File: src/rtl/seq_det_pkg.sv
// Shared constants and types for the programmable sequence detector.
//   SEQ_MAX_LEN      default longest pattern, in bits
//   SEQ_LEN_W        width of length/fill fields for SEQ_MAX_LEN
//   mode_e           output mode: Mealy (combinational) or Moore (registered)
//   SEQ_DEF_PATTERN  pattern loaded at reset (LSB = last bit received)
//   SEQ_DEF_LEN      pattern length loaded at reset
package seq_det_pkg;

  localparam int unsigned SEQ_MAX_LEN = 8;
  localparam int unsigned SEQ_LEN_W   = $clog2(SEQ_MAX_LEN) + 1;

  typedef enum logic {
    MODE_MEALY = 1'b0,
    MODE_MOORE = 1'b1
  } mode_e;

  localparam logic [SEQ_MAX_LEN-1:0] SEQ_DEF_PATTERN = 8'b0000_0101;
  localparam int unsigned            SEQ_DEF_LEN     = 3;

endpackage

File: src/rtl/seq_det_cmp.sv
// Length-variable, masked compare of {history, x} against the pattern.
//   valid_i  qualified sample strobe (already excludes config loads)
//   x_i      current serial bit, compared against pat_i[0]
//   hist_i   shift history, hist_i[0] = most recent accepted bit
//   pat_i    pattern, pat_i[len-1] first bit, pat_i[0] last bit
//   len_i    active pattern length (already clamped), 0 = disabled
//   fill_i   number of valid history bits
//   match_o  combinational match indication for this sample
module seq_det_cmp #(
  parameter int unsigned MAX_LEN = seq_det_pkg::SEQ_MAX_LEN
) (
  input  logic                       valid_i,
  input  logic                       x_i,
  input  logic [MAX_LEN-1:0]         hist_i,
  input  logic [MAX_LEN-1:0]         pat_i,
  input  logic [$clog2(MAX_LEN):0]   len_i,
  input  logic [$clog2(MAX_LEN):0]   fill_i,
  output logic                       match_o
);

  localparam int unsigned LEN_W = $clog2(MAX_LEN) + 1;

  logic [MAX_LEN-1:0] seq;
  logic [MAX_LEN-1:0] mask;
  logic [LEN_W:0]     fill_p1;
  logic [LEN_W:0]     len_ext;
  logic               fill_ok;

  always_comb begin
    seq  = {hist_i[MAX_LEN-2:0], x_i};
    mask = '0;
    for (int unsigned i = 0; i < MAX_LEN; i++) begin
      if (LEN_W'(i) < len_i) begin
        mask[i] = 1'b1;
      end
    end
    // fill >= len-1 evaluated as fill+1 >= len to avoid underflow at len=0
    fill_p1 = {1'b0, fill_i} + {{LEN_W{1'b0}}, 1'b1};
    len_ext = {1'b0, len_i};
    fill_ok = (fill_p1 >= len_ext);
    match_o = valid_i & (len_i != '0) & fill_ok & (((seq ^ pat_i) & mask) == '0);
  end

endmodule

File: src/rtl/seq_det_prog_mealy_moore.sv
// Programmable serial bit-sequence detector with Mealy/Moore output and a
// saturating match counter.
//   clk, rst   clock (rising edge), asynchronous active-high reset
//   x          serial data bit, sampled only when in_valid=1
//   in_valid   sample qualifier
//   cfg_load   1-cycle strobe capturing cfg_pat/cfg_len/cfg_ovl/cfg_moore;
//              clears history and fill, drops a same-cycle sample
//   cfg_pat    pattern, cfg_pat[len-1] first bit, cfg_pat[0] last bit
//   cfg_len    pattern length, 0 disables, >MAX_LEN clamps to MAX_LEN
//   cfg_ovl    1 = overlapping matches allowed
//   cfg_moore  0 = Mealy output, 1 = Moore output
//   clr_cnt    synchronous clear of match_cnt (wins over increment)
//   y          match indication
//   match_cnt  saturating match count
//   fill       valid history bits, capped at the active length
module seq_det_prog_mealy_moore
  import seq_det_pkg::*;
#(
  parameter int unsigned          MAX_LEN     = SEQ_MAX_LEN,
  parameter int unsigned          CNT_W       = 8,
  parameter logic [MAX_LEN-1:0]   DEF_PATTERN = MAX_LEN'(SEQ_DEF_PATTERN),
  parameter int unsigned          DEF_LEN     = SEQ_DEF_LEN
) (
  input  logic                       clk,
  input  logic                       rst,
  input  logic                       x,
  input  logic                       in_valid,
  input  logic                       cfg_load,
  input  logic [MAX_LEN-1:0]         cfg_pat,
  input  logic [$clog2(MAX_LEN):0]   cfg_len,
  input  logic                       cfg_ovl,
  input  logic                       cfg_moore,
  input  logic                       clr_cnt,
  output logic                       y,
  output logic [CNT_W-1:0]           match_cnt,
  output logic [$clog2(MAX_LEN):0]   fill
);

  localparam int unsigned LEN_W = $clog2(MAX_LEN) + 1;

  function automatic logic [LEN_W-1:0] clamp_len(input logic [LEN_W-1:0] l);
    return (l > LEN_W'(MAX_LEN)) ? LEN_W'(MAX_LEN) : l;
  endfunction

  localparam logic [LEN_W-1:0] RST_LEN = clamp_len(LEN_W'(DEF_LEN));

  // Shadow configuration
  logic [MAX_LEN-1:0] pat_q,  pat_d;
  logic [LEN_W-1:0]   len_q,  len_d;
  logic               ovl_q,  ovl_d;
  mode_e              mode_q, mode_d;

  // Detector state
  logic [MAX_LEN-1:0] hist_q, hist_d;
  logic [LEN_W-1:0]   fill_q, fill_d;
  logic               y_q,    y_d;
  logic [CNT_W-1:0]   cnt_q,  cnt_d;

  logic sample_v;
  logic match_now;

  // A config load consumes the cycle: any concurrent sample is dropped.
  assign sample_v = in_valid & ~cfg_load;

  seq_det_cmp #(
    .MAX_LEN (MAX_LEN)
  ) u_cmp (
    .valid_i (sample_v),
    .x_i     (x),
    .hist_i  (hist_q),
    .pat_i   (pat_q),
    .len_i   (len_q),
    .fill_i  (fill_q),
    .match_o (match_now)
  );

  always_comb begin
    pat_d  = pat_q;
    len_d  = len_q;
    ovl_d  = ovl_q;
    mode_d = mode_q;
    hist_d = hist_q;
    fill_d = fill_q;

    if (cfg_load) begin
      pat_d  = cfg_pat;
      len_d  = clamp_len(cfg_len);
      ovl_d  = cfg_ovl;
      mode_d = mode_e'(cfg_moore);
      hist_d = '0;
      fill_d = '0;
    end else if (in_valid) begin
      if (!ovl_q && match_now) begin
        hist_d = '0;
        fill_d = '0;
      end else begin
        hist_d = {hist_q[MAX_LEN-2:0], x};
        if (fill_q < len_q) begin
          fill_d = fill_q + LEN_W'(1);
        end
      end
    end
  end

  // Moore flop is loaded only while in Moore mode; a pulse already
  // registered finishes its cycle even if the mode changes underneath it.
  assign y_d = match_now & (mode_q == MODE_MOORE);

  always_comb begin
    cnt_d = cnt_q;
    if (clr_cnt) begin
      cnt_d = '0;
    end else if (match_now && (cnt_q != '1)) begin
      cnt_d = cnt_q + CNT_W'(1);
    end
  end

  always_ff @(posedge clk or posedge rst) begin
    if (rst) begin
      pat_q  <= DEF_PATTERN;
      len_q  <= RST_LEN;
      ovl_q  <= 1'b1;
      mode_q <= MODE_MEALY;
      hist_q <= '0;
      fill_q <= '0;
      y_q    <= 1'b0;
      cnt_q  <= '0;
    end else begin
      pat_q  <= pat_d;
      len_q  <= len_d;
      ovl_q  <= ovl_d;
      mode_q <= mode_d;
      hist_q <= hist_d;
      fill_q <= fill_d;
      y_q    <= y_d;
      cnt_q  <= cnt_d;
    end
  end

  assign y         = (mode_q == MODE_MOORE) ? y_q : match_now;
  assign match_cnt = cnt_q;
  assign fill      = fill_q;

endmodule

File: config.mk
export PLATFORM = sky130hd
export DESIGN_NAME = seq_det_prog_mealy_moore
export DESIGN_NICKNAME = d
export VERILOG_FILES = /design/src/rtl/seq_det_pkg.sv /design/src/rtl/seq_det_cmp.sv /design/src/rtl/seq_det_prog_mealy_moore.sv
export SDC_FILE = /design/constraint.sdc
export NUM_CORES = 1
export LEC_CHECK = 0
export BUFFER_PORTS_ARGS = -buffer_cell sky130_fd_sc_hd__buf_2
export CAP_MARGIN = 20
export CORE_ASPECT_RATIO = 1.4
export CORE_MARGIN = 5
export CORE_UTILIZATION = 55
export CTS_CLUSTER_SIZE = 14
export DETAILED_ROUTE_END_ITERATION = 8
export PLACE_DENSITY = 0.79
export SYNTH_ARGS = -nofsm -noshare
export SYNTH_HDL_FRONTEND = slang
export SYNTH_SLANG_ARGS = --single-unit
File: constraint.sdc
create_clock -name clk -period 3.2 [get_ports clk]
set_clock_uncertainty 0.1 [all_clocks]
set_input_delay 0.16 -clock clk [delete_from_list [all_inputs] [get_ports clk]]
set_output_delay 0.16 -clock clk [all_outputs]
set_load 0.03 [all_outputs]
# Word-level counts from Yosys, hierarchy flattened
# Index checks and enable logic that the tools add are counted.
# word_totals
input_bits	20
regBits	34
elab_cells	59
out_inout_bits	13
# classes
reduce_logical	9
bitwise_logic	8
add_sub_neg	3
mux	19
magnitude_cmp	11
eq_ne	1
# ops
op	n
7-bit two-way mux	3
4-bit two-way mux	5
3-bit by 4-bit < comparator with 1-bit output, first input constant	4
8-bit two-way mux	2
1-bit two-way mux	9
8-bit by 1-bit adder with 8-bit output, second input constant	1
8-bit bitwise AND	1
8-bit zero test	1
1-bit by 4-bit < comparator with 1-bit output, first input constant	2
2-bit by 4-bit < comparator with 1-bit output, first input constant	2
8-bit inequality test, second input constant	1
8-bit bitwise XOR	1
4-bit by 1-bit adder with 5-bit output, second input constant	1
1-bit bitwise AND	5
5-bit by 4-bit greater-or-equal comparator with 1-bit output	1
4-bit by 1-bit adder with 4-bit output, second input constant	1
4-bit > comparator, second input constant	1
4-bit < comparator	1
2-bit nonzero test	2
4-bit nonzero test	1
3-bit nonzero test	1
1-bit logical AND	2
2-bit AND reduction	1
1-bit zero test	1
1-bit inverter	1

# Logic depth before layout (Yosys ltp)
# depth
depth_word	9
ltp_mapped	9
ltp_nobuf	8

# By module
# Synthesis repeated with hierarchy kept, for this count alone.
# hier_totals
hier_cells	175
hier_area_um2	1920.6
# modules_own_cells
module	seq_area_each_um2	instances	cells_each	area_per_inst_um2
seq_det_prog_mealy_moore	882.1	1	139	1616.6
seq_det_cmp	0.0	1	36	304.0

# Least setup slack after synthesis
# Ideal clock, no wire load.
# synth_path
path_kind	reg-to-output
from	register fill_q[0] (netlist: fill[0])
to	output y
slack_ns	0.479
n_path_buf	0
path_stages_with_launch	8
arrival_ns	2.461
t_required_ns	2.940
path_cell_list	dfrtp_1 ha_1 xor2_1 ha_1 o21ai_0 o21ai_0 nand3_1 o21ai_0
# synth_via
elab_chain_len	5
# synth_rtl
element	line_no	source
start: declaration	seq_det_prog_mealy_moore.sv:55	logic [LEN_W-1:0] fill_q, fill_d;
start signal: assignment	seq_det_prog_mealy_moore.sv:134	fill_q <= fill_d;
4-bit by 1-bit adder with 5-bit output	seq_det_cmp.sv:38	fill_p1 = {1'b0, fill_i} + {{LEN_W{1'b0}}, 1'b1};
5-bit by 4-bit greater-or-equal comparator with 1-bit output	seq_det_cmp.sv:40	fill_ok = (fill_p1 >= len_ext);
1-bit bitwise AND (2 in a row)	seq_det_cmp.sv:41	match_o = valid_i & (len_i != '0) & fill_ok & (((seq ^ pat_i) & mask) == '0);
1-bit two-way mux	seq_det_prog_mealy_moore.sv:140	assign y = (mode_q == MODE_MOORE) ? y_q : match_now;
end: declaration	seq_det_prog_mealy_moore.sv:34	output logic y,
# Every way passes these cells.

# Worst setup path after layout
# layout_path
from	register fill_q[0] (netlist: fill[0])
to	register cnt_q[3] (netlist: match_cnt[3])
# layout_via
elab_chain_len	6
# layout_rtl
element	line_no	source
4-bit by 1-bit adder with 5-bit output	seq_det_cmp.sv:38	
5-bit by 4-bit greater-or-equal comparator with 1-bit output	seq_det_cmp.sv:40	
1-bit bitwise AND (2 in a row)	seq_det_cmp.sv:41	
1-bit logical AND	seq_det_prog_mealy_moore.sv:113	end else if (match_now && (cnt_q != '1)) begin
2-bit nonzero test (no source line)	-	
end signal: assignment	seq_det_prog_mealy_moore.sv:136	cnt_q <= cnt_d;
end: declaration	seq_det_prog_mealy_moore.sv:57	logic [CNT_W-1:0] cnt_q, cnt_d;
# Every way passes these cells.
# A chain may end at the register's enable or synchronous reset.

==> flow_metrics.tcl <==
set metrics [dict create \
    dp.cells 241 \
    worstPathArrival_ps 2900 \
    synth_edf_count 0 \
    io_pins 33 \
    htree_levels 2 \
    drc 0 \
    synth_top_area_cell "dfrtp_1" \
    wl_mm 3.96 \
    grt_antenna_before_repair 0 \
    portBuffers 32 \
    ys_ff_latch 34 \
    cts_tree "done" \
    post_synth_num_cell_types 41 \
    cts_max_path_buffers 2 \
    dr_total_vias 1475 \
    post_cts_resized 0 \
    grt.overflow.total 0 \
    ys_seq_area_share_pct 46.5 \
    p_per_area_nw_per_um2 432 \
    yosysMostFrequentCell "dfrtp_1" \
    synthArstFlopShare_pct 100 \
    ys_top_cells_by_area "dfrtp_1 39%, dfstp_2 7.1%, ha_1 6.8%, mux2_2 6.1%, xnor2_1 4.3%" \
    drt_iter0_markers 43 \
    rrSetupSlack_ps 400 \
    min_path_type "in2reg" \
    drv_cap 0 \
    rows 25 \
    hold_violations 0 \
    finalWorstSetupSlack_ps 405 \
    required_ps 3300 \
    grt_max_degree 35 \
    die_area_um2 4630 \
    vdd_drop_max_uv 334 \
    die_y_um 78.5 \
    power.leakage_nw 0.968 \
    grt.total_usage_pct 19.7 \
    layout-drive-gt1-share_pct 27.5 \
    tightest_slew_ps 459 \
    syn_area_per_cell_um2 10.7 \
    outcome "complete, no violations" \
    clock_latency_ps 290 \
    cts_inserted_buffers 5 \
    relSlewSlack_pct 69.4 \
    syn-num-nets 203 \
    finalMaxSlewViolations 0 \
    antennaDiodeCount 0 \
    setup-violations-final 0 \
    endpoint_kind "register" \
    period_minus_slack_ps 2800 \
    drt-wirelength-per-cell_um 15.8 \
    first_global_vias 1540 \
    path_clk_slew_ps 60 \
    cts_root_buf "clkbuf_8" \
    nets 241 \
    rsz0062_at_grt "no" \
    worstSetupPathType "reg2reg" \
    period_share_pct 87.3 \
    antenna_left 0 \
    dp_hpwl_mm 2.90 \
    fmax_mhz 358 \
    synth_area_um2 1840 \
    gp_congestion 0.937 \
    synth_top_area_share_pct 39.3 \
    ys.flop_type "dfrtp_1" \
    clock_sinks 34 \
    dr.pass1.iters 4 \
    syn2layout_area_growth_pct 16.4 \
    ys_warn_count 0 \
    synth.top_cells.by_count "29 x dfrtp_1, 12 x a21oi_1, 11 x o21ai_0" \
    grt_pass1_wl_mm 7.04 \
    place_ws_ps 425 \
    start_kind "register" \
    vias_per_cell 5.88 \
    synthCells 173 \
    initial_core_util_pct 55.6 \
    final_cells 251 \
    core_area_um2 3320 \
    die_x_um 58.9 \
    setup-tns-final_ps 0 \
    path_max_fanout 12 \
]
-- worst max-delay path, cell delays in order, from the launching register on --
cell and delay, ps:
dfrtp_1 460, ha_1 280, xor2_1 160, ha_1 270, o21ai_0 60, o21ai_0 310, nand4_2 330, or4b_1 580
a21oi_1 170
-- state kept, by name, summed over array words and instances, names as in the netlist --
| register | flops |
|---|---|
| hist_q | 7 |
| mode_q | 1 |
| pat_q | 8 |
| y_q | 1 |
| ovl_q | 1 |
| len_q | 4 |
| fill | 4 |
| match_cnt | 8 |
-- final timing paths --
kind,from,endpoint,cells after the start
min,cfg_pat[7],pat_q[7],2
min reg2reg,match_cnt[7],match_cnt[7],1
min in group asynchronous,rst,hist_q[5],4
max in group asynchronous,rst,ovl_q,4
max reg2reg,fill[0],match_cnt[3],8
max,fill[0],match_cnt[3],8
-- metal layers --
layer / GRT usage, % / share of wire [%] / up-vias
li1: - / - / 707
met1: 23.8 / 42 / 721
met2: 34.0 / 52 / 39
met3: 3.62 / 4.5 / 8
met4: 7.48 / 2.0 / 0
met5: 0 / 0 / -
-- placed cells by master (no fill, tap or decap), types with 3 or more instances in the layout --
cell type,instances
a211oi_1,3
a21oi_1,12
a22o_1,7
buf_2,32
clkbuf_8,5
dfrtp_1,29
dfstp_2,5
dlygate4sd3_1,3
ha_1,10
inv_1,8
mux2_2,10
nand2_1,10
nand3_1,8
nor2_1,8
nor2b_1,3
o21ai_0,11
o22ai_1,3
or3_1,3
xnor2_1,9
-- where the power goes --
group	internal (mW)	leakage (nW)	switching, mW
Sequential	0.457	0.437	0.0264
Combinational	0.0677	0.493	0.0850
Clock	0.150	0.0383	0.143
-- kinds of logic (layout without fill, tap and decap cells) --
family / after synthesis / after routing / share of synthesized area, %
compound gates: 46 / 46 / 16.6
xor+xnor: 11 / 11 / 5.22
fa+ha+maj: 10 / 10 / 6.78
buf+inv: 13 / 51 / 2.78
flops: 34 / 34 / 46.5
mux: 11 / 11 / 6.65
simple gates: 48 / 48 / 15.5
-- layout make-up --
class / count / area [um^2]
Fill cell: 285 / 1170
Clock buffer: 7 / 76.3
Timing Repair Buffer: 36 / 198
Tap cell: 40 / 50.0
Sequential cell: 34 / 857
Inverter: 8 / 30.0
Multi-Input combinational cell: 126 / 936
-- what timing repair did --
item                                   4_1_cts  5_1_grt
setup endpoints to repair                    0        0
endpoints found under the hold margin       31        0
buffers inserted                             0        0
hold buffers                                 3        0
-- stage by stage --
stage / cell area [um^2] / util, % / total power [mW] / hold slack, ps
final: 2150 / 64.8 / 0.928 / 7.55
after CTS: 2150 / 64.8 / 0.935 / 4.48
after detailed placement: 2040 / 61.5 / 0.641 / 181
after floorplan: 1840 / - / 0.593 / 119
after global routing: 2150 / 64.8 / 0.977 / 9.63
after global placement: 2040 / 61.5 / 0.633 / 163
Note: power is estimated with default switching activity, not from simulation.
